### config.mk
export PLATFORM = sky130hd
export DESIGN_NAME = alu_div_sequencer
export DESIGN_NICKNAME = d
export VERILOG_FILES = /design/src/rtl/alu_div_sequencer.sv
export SDC_FILE = /design/constraint.sdc
export NUM_CORES = 1
export LEC_CHECK = 0
export ABC_AREA = 1
export ABC_CLOCK_PERIOD_IN_PS = 2610
export BUFFER_PORTS_ARGS = -buffer_cell sky130_fd_sc_hd__clkbuf_2
export CAP_MARGIN = 20
export CORE_UTILIZATION = 30
export DETAILED_ROUTE_END_ITERATION = 8
export SETUP_SLACK_MARGIN = 0.05
export SKIP_LAST_GASP = 1
export SYNTH_ARGS = -nofsm -noshare
export SYNTH_HDL_FRONTEND = slang
export SYNTH_SLANG_ARGS = --single-unit
### constraint.sdc
create_clock -name clk -period 2.61 [get_ports clk]
set_input_delay 0.1305 -clock clk [delete_from_list [all_inputs] [get_ports clk]]
set_output_delay 0.1305 -clock clk [all_outputs]
set_load 0.02 [all_outputs]
### src/rtl/alu_div_sequencer.sv
// -----------------------------------------------------------------------------
// alu_div_sequencer
//
// Multi-cycle restoring divider that borrows the shared 32-bit EX-stage ALU.
// Each cycle it issues one ALU operation (SUB or RSB) and consumes the result.
// While it runs, it holds the pipeline in a stall. It returns the quotient and
// remainder with a one-cycle done pulse. Signed divides are done as unsigned
// divides on the operand magnitudes, with sign fix-ups at the end.
//
// Ports
//   clk, reset        : single clock, synchronous active-high reset
//   start             : request, sampled only while idle
//   flush             : abandons any operation in flight (except the DONE cycle)
//   is_signed         : 1 = two's-complement divide, 0 = unsigned
//   dividend, divisor : operands, captured with an accepted start
//   alu_a, alu_b      : ALU operands driven while alu_own is high (else 0)
//   alu_ctrl          : ALU control, SUB = 5'b00001 (a-b), RSB = 5'b01000 (b-a)
//   alu_result        : combinational ALU result
//   alu_flags         : {N,Z,C,V}; C (bit 1) = 1 on SUB means no borrow
//   alu_own           : sequencer owns the ALU operand/control mux
//   busy              : stall request, high in every state except IDLE
//   done              : one-cycle pulse, quotient/remainder valid
//   quotient          : registered result, held until the next accepted start
//   remainder         : registered result, held until the next accepted start
// -----------------------------------------------------------------------------
module alu_div_sequencer #(
  parameter int DIV_ITERS = 32
) (
  input  logic        clk,
  input  logic        reset,
  input  logic        start,
  input  logic        flush,
  input  logic        is_signed,
  input  logic [31:0] dividend,
  input  logic [31:0] divisor,
  output logic [31:0] alu_a,
  output logic [31:0] alu_b,
  output logic [4:0]  alu_ctrl,
  input  logic [31:0] alu_result,
  input  logic [3:0]  alu_flags,
  output logic        alu_own,
  output logic        busy,
  output logic        done,
  output logic [31:0] quotient,
  output logic [31:0] remainder
);

  localparam logic [4:0] ALU_SUB   = 5'b00001;
  localparam logic [4:0] ALU_RSB   = 5'b01000;
  localparam logic [4:0] CNT_START = 5'(DIV_ITERS - 1);

  typedef enum logic [2:0] {
    IDLE  = 3'd0,
    NEG_N = 3'd1,
    NEG_D = 3'd2,
    ITER  = 3'd3,
    FIX_Q = 3'd4,
    FIX_R = 3'd5,
    DONE  = 3'd6
  } state_t;

  state_t      r_state;
  state_t      w_state_nxt;

  logic [31:0] r_r;          // partial remainder
  logic [31:0] r_q;          // dividend shifting out / quotient shifting in
  logic [31:0] r_d;          // divisor (magnitude for signed ops)
  logic [4:0]  r_cnt;
  logic        r_signed;
  logic        r_sq;         // quotient must be negated at the end
  logic        r_sr;         // remainder must be negated at the end

  logic [31:0] w_shifted;
  logic        w_take;
  logic [31:0] w_r_iter;
  logic [31:0] w_q_iter;
  logic        w_accept;
  logic        w_unused_flags;

  // Only the carry flag matters to the divide.
  assign w_unused_flags = ^{alu_flags[3:2], alu_flags[0]};

  assign w_accept  = start & ~flush;

  // One restoring step: shift the next dividend bit into the remainder and
  // try to subtract the divisor. If R[31] was set before the shift, the
  // shifted value is really 33 bits wide and certainly >= D, so the
  // subtraction is taken no matter what the 32-bit borrow says.
  assign w_shifted = {r_r[30:0], r_q[31]};
  assign w_take    = r_r[31] | alu_flags[1];
  assign w_r_iter  = w_take ? alu_result : w_shifted;
  assign w_q_iter  = {r_q[30:0], w_take};

  assign busy = (r_state != IDLE);
  assign done = (r_state == DONE);

  // Next-state and ALU drive
  always_comb begin
    w_state_nxt = r_state;
    alu_a       = '0;
    alu_b       = '0;
    alu_ctrl    = '0;
    alu_own     = 1'b0;
    case (r_state)
      IDLE: begin
        if (w_accept) begin
          if (divisor == 32'd0)  w_state_nxt = DONE;
          else if (is_signed)    w_state_nxt = NEG_N;
          else                   w_state_nxt = ITER;
        end
      end
      NEG_N: begin
        alu_own     = 1'b1;
        alu_a       = r_q;
        alu_ctrl    = ALU_RSB;
        w_state_nxt = flush ? IDLE : NEG_D;
      end
      NEG_D: begin
        alu_own     = 1'b1;
        alu_a       = r_d;
        alu_ctrl    = ALU_RSB;
        w_state_nxt = flush ? IDLE : ITER;
      end
      ITER: begin
        alu_own  = 1'b1;
        alu_a    = w_shifted;
        alu_b    = r_d;
        alu_ctrl = ALU_SUB;
        if (flush)                 w_state_nxt = IDLE;
        else if (r_cnt == 5'd0)    w_state_nxt = r_signed ? FIX_Q : DONE;
      end
      FIX_Q: begin
        alu_own     = 1'b1;
        alu_a       = r_q;
        alu_ctrl    = ALU_RSB;
        w_state_nxt = flush ? IDLE : FIX_R;
      end
      FIX_R: begin
        alu_own     = 1'b1;
        alu_a       = r_r;
        alu_ctrl    = ALU_RSB;
        w_state_nxt = flush ? IDLE : DONE;
      end
      DONE:    w_state_nxt = IDLE;   // completes even under flush
      default: w_state_nxt = IDLE;
    endcase
  end

  // State and datapath registers
  always_ff @(posedge clk) begin
    if (reset) begin
      r_state   <= IDLE;
      r_r       <= '0;
      r_q       <= '0;
      r_d       <= '0;
      r_cnt     <= '0;
      r_signed  <= 1'b0;
      r_sq      <= 1'b0;
      r_sr      <= 1'b0;
      quotient  <= '0;
      remainder <= '0;
    end else begin
      r_state <= w_state_nxt;
      case (r_state)
        IDLE: begin
          if (w_accept) begin
            r_q      <= dividend;
            r_d      <= divisor;
            r_r      <= '0;
            r_cnt    <= CNT_START;
            r_signed <= is_signed;
            r_sq     <= is_signed & (dividend[31] ^ divisor[31]);
            r_sr     <= is_signed & dividend[31];
            // Divide by zero bypasses the ALU entirely.
            if (divisor == 32'd0) begin
              quotient  <= 32'hFFFF_FFFF;
              remainder <= dividend;
            end
          end
        end
        NEG_N: begin
          if (!flush && r_q[31]) r_q <= alu_result;
        end
        NEG_D: begin
          if (!flush && r_d[31]) r_d <= alu_result;
        end
        ITER: begin
          if (!flush) begin
            r_r   <= w_r_iter;
            r_q   <= w_q_iter;
            r_cnt <= r_cnt - 5'd1;
            // Unsigned results land on entry to DONE.
            if (r_cnt == 5'd0 && !r_signed) begin
              quotient  <= w_q_iter;
              remainder <= w_r_iter;
            end
          end
        end
        FIX_Q: begin
          if (!flush && r_sq) r_q <= alu_result;
        end
        FIX_R: begin
          if (!flush) begin
            if (r_sr) r_r <= alu_result;
            quotient  <= r_q;
            remainder <= r_sr ? alu_result : r_r;
          end
        end
        default: ;
      endcase
    end
  end

endmodule

==> impl_results.md <==
* Status: finished clean
* Die Footprint at 35,900 um^2
* Worst min-delay path category: input port to flip-flop
* Tot GR Track Use at roughly a quarter
* Sw power at 5.51 mW
* Clock network fraction of design power at ~23%
* Final count of negative-setup-slack endpoints at 0
* Final Slew Violations at 0
* H-Tree Depth at 4
* Number of synthesized register bits at between 150 and 200
* Met3 Wirelength at roughly 3.0 mm
* WS Path Type: flip-flop to output pin
* Gpl congestion at between 0.8 and 0.9
* Sequential Power Share at between 30% and 40%
* Slowest CP cell: dfxtp_2
* Critical Path, Cell by Cell: inv_2 > nand3_2 > inv_1 > buf_4 > a21oi_1 > o21ai_0 > clkbuf_2
* FF+latch area at around 3400 um^2
* RSZ-0062 raised after global routing: no
* Synth async-reset ratio at 0%
* Num CTS Buffers at 17
* CP Max Fanout at 14
* Mapped cell area at 10,600 um^2
* Syn. warnings at 0
* Dpl ws at between 0.3 and 0.4 ns
* Vias at 12,200
* Num rows at between 60 and 70
* DR pass1 iterations at 5
* Peak Freq at between 0.4 and 0.5 GHz
* Req. time, crit path at 2.48 ns
* Syn Area/Cell at between 5 and 6 um^2
* Max_slew headroom at between 50% and 60%
* Top post-synthesis cells by area: dfxtp_1 (32%), nand2_1 (15%), nor2_1 (11%), o21ai_0 (7.5%), a21oi_1 (7.2%)
* Core box area at 34,500 um^2
* Non-Filler Instances at ~2,400
* Tmin final at 2.45 ns
* Drt drc at 0
* Port-buffer cells at between 200 and 250
* Worst setup margin at 0.157 ns
* Die Ht at roughly 190 um
* Nets at a little over 2,000
* Total congestion overflow at 0
* Starting density of the core at 30.6%
* Later-pin clock latency in the skew report at about 0.44 ns
* CP Launch Type: flip-flop
* PwrDens at about 940 nW/um^2
* Largest stage delay, worst path at ~0.37 ns
* # fillers at about 3,900
* Max_cap viols at 0
* CTS root buf: clkbuf_16
* WL met1 at 17.9 mm
* Bufs and invs on worst path at 4
* Initial antenna violation count at 2
* Area leader, netlist: dfxtp_1
* Worst Skew at between 0.01 and 0.015 ns
* Setup TNS at 0 ns
* CP arrival at between 2 and 2.5 ns
* Syn Inst Count at about 1,800
* Top cell type's share of synthesized area at approximately 32%
* Vias/cell at about 5
* CP delay by family, top: buffers and inverters
* Critical Path End Type: output pin
* Highest routed layer: met5
* Part of the cycle the worst path needs at 94.0%
* Post-synth EDFFs at 0
* Routed wire length at roughly 42 mm
* Post-route ant nets at 0
* Combinational Power Share at 46.1%
* Met2 Routed Length at 20.0 mm
* Area growth, synth to finish at 20.9%
* Area of the multi-input gates at slightly below 6000 um^2
* CTS sink cnt at between 150 and 200
* DP Area at around 12,000 um^2
* Chip width at 190 um
* Hold_ws at slightly below 0.04 ns
* Dpl cells at 2,371
* Max rail drop VDD at 0.523 mV
* Placed wire-length estimate at roughly 30 mm
* Synth top cells by count: nand2_1 (432), nor2_1 (307), inv_1 (178)
* Pint at about 6.5 mW
* First-pass GRT wire length at 65.1 mm
* Main synth FF type: dfxtp_1
* Post-synthesis cell type count at 34
* Clock Path Buffers at 2
* I/O pin count at ~240
* Routed len/inst at around 18 um
* Fraction of layout cells with a size suffix above 1 at 16.8%
* Pleak at between 6 and 7 nW
* Hold Vio Cnt, Final at 0
* Slew @ Worst Pin at between 0.6 and 0.7 ns
* DR iter-0 viols at 1,184
* Most common cell in the netlist: nand2_1
* Switching Share at a little under half
* Seq/Total Area, Yosys at 32.4%
* CTS tree: built
* Post-route cell area at roughly 13,000 um^2
* Pin count of the biggest net entering global routing at 69
* Vias in the first global route at roughly 12,000
* Worst-path clk slew at ~0.07 ns
-- power groups by stage --
stage                     Clock (mW)  Combinational (mW)  Sequential [mW]
after global routing            2.84                6.12             3.83
after CTS                       2.73                5.50             3.74
final                           2.70                5.52             3.76
after detailed placement           0                5.48             3.80
after global placement             0                5.42             3.78
after floorplan                    0                3.54             3.93
-- area by class of cell --
class | instances | area share [%]
multi-input combinational | 1291 | 45.7
clock buffer | 22 | 3.87
antenna | 1 | 0.0196
clock inverter | 9 | 0.882
tap | 455 | 4.46
inverter | 185 | 5.49
timing repair buffer | 271 | 12.7
sequential | 171 | 26.8
-- placed cells by master (no fill, tap or decap), types with 2 or more instances in the layout --
master / n
xor2_1: 4
nand3b_1: 2
a22oi_1: 15
o221ai_1: 14
nor2_1: 306
buf_12: 13
clkbuf_16: 17
buf_6: 2
clkbuf_8: 5
nor2_2: 3
clkinv_2: 3
conb_1: 3
nand2_1: 429
dfxtp_1: 169
bufinv_16: 2
o21ai_0: 157
dlygate4sd3_1: 2
buf_4: 20
a31oi_1: 32
o22ai_1: 8
dfxtp_2: 2
o21ai_1: 9
nand3_1: 135
clkinv_4: 4
a21oi_1: 151
nand2_2: 3
o2111ai_1: 3
inv_4: 2
ha_1: 2
inv_2: 5
o21ai_4: 2
nand3_2: 2
clkbuf_2: 234
inv_1: 177
-- stage by stage --
step,power [mW],utilization [%]
floorplan,7.47,-
global placement,9.20,35.1
detailed placement,9.27,35.1
CTS,12.0,36.9
global route,12.8,36.9
finish,12.0,36.9
-- state kept, by name, indices dropped and copies added, names as in the netlist --
name,flops
r_cnt,5
remainder,32
r_sr,1
r_d,32
quotient,32
r_signed,1
r_sq,1
r_r,32
r_q,32
r_state,3
-- path summary, 6_finish.rpt --
check / slack [ns] / to / cells past startpoint / startpoint
setup / recovery: 0.16 / alu_a[21] / 7 / r_state[2]
hold / removal: 0.04 / r_d[4] / 5 / divisor[4]
setup reg to reg: 0.44 / r_r[19] / 8 / r_state[2]
hold reg to reg: 0.46 / r_q[15] / 2 / r_q[15]
-- repair_timing --
| action | 4_1_cts | 5_1_grt |
|---|---|---|
| hold buffers | 2 | 0 |
| setup endpoints to repair | 0 | 16 |
| hold endpoints to repair | 2 | 0 |
| resized for setup | 0 | 7 |
| setup buffers | 0 | 0 |
-- layer usage --
| layer | GRT usage [%] | vias to the layer above |
|---|---|---|
| li1 | - | 6011 |
| met1 | 29.9 | 5622 |
| met2 | 39.3 | 511 |
| met3 | 3.60 | 69 |
| met4 | 9.46 | 2 |
| met5 | 0 | - |
-- worst reg2reg max path: stages (launching register included) --
cell and delay, ns:
dfxtp_2 0.37, inv_2 0.18, nand3_4 0.25, nand2_2 0.18, nand2_1 0.10, nand2_2 0.08, buf_4 0.50, o21ai_0 0.26
a31oi_1 0.18
-- kinds of logic after synthesis --
group                    synth area share, %
adder cells (fa/ha/maj)                0.237
other                                 0.0355
AND/OR/NAND/NOR                         33.8
buffers and inverters                   12.9
flip-flops                              32.4
AO/OA/AOI/OAI                           20.3
XOR/XNOR                               0.332
Power figures use the tool's default switching activity.
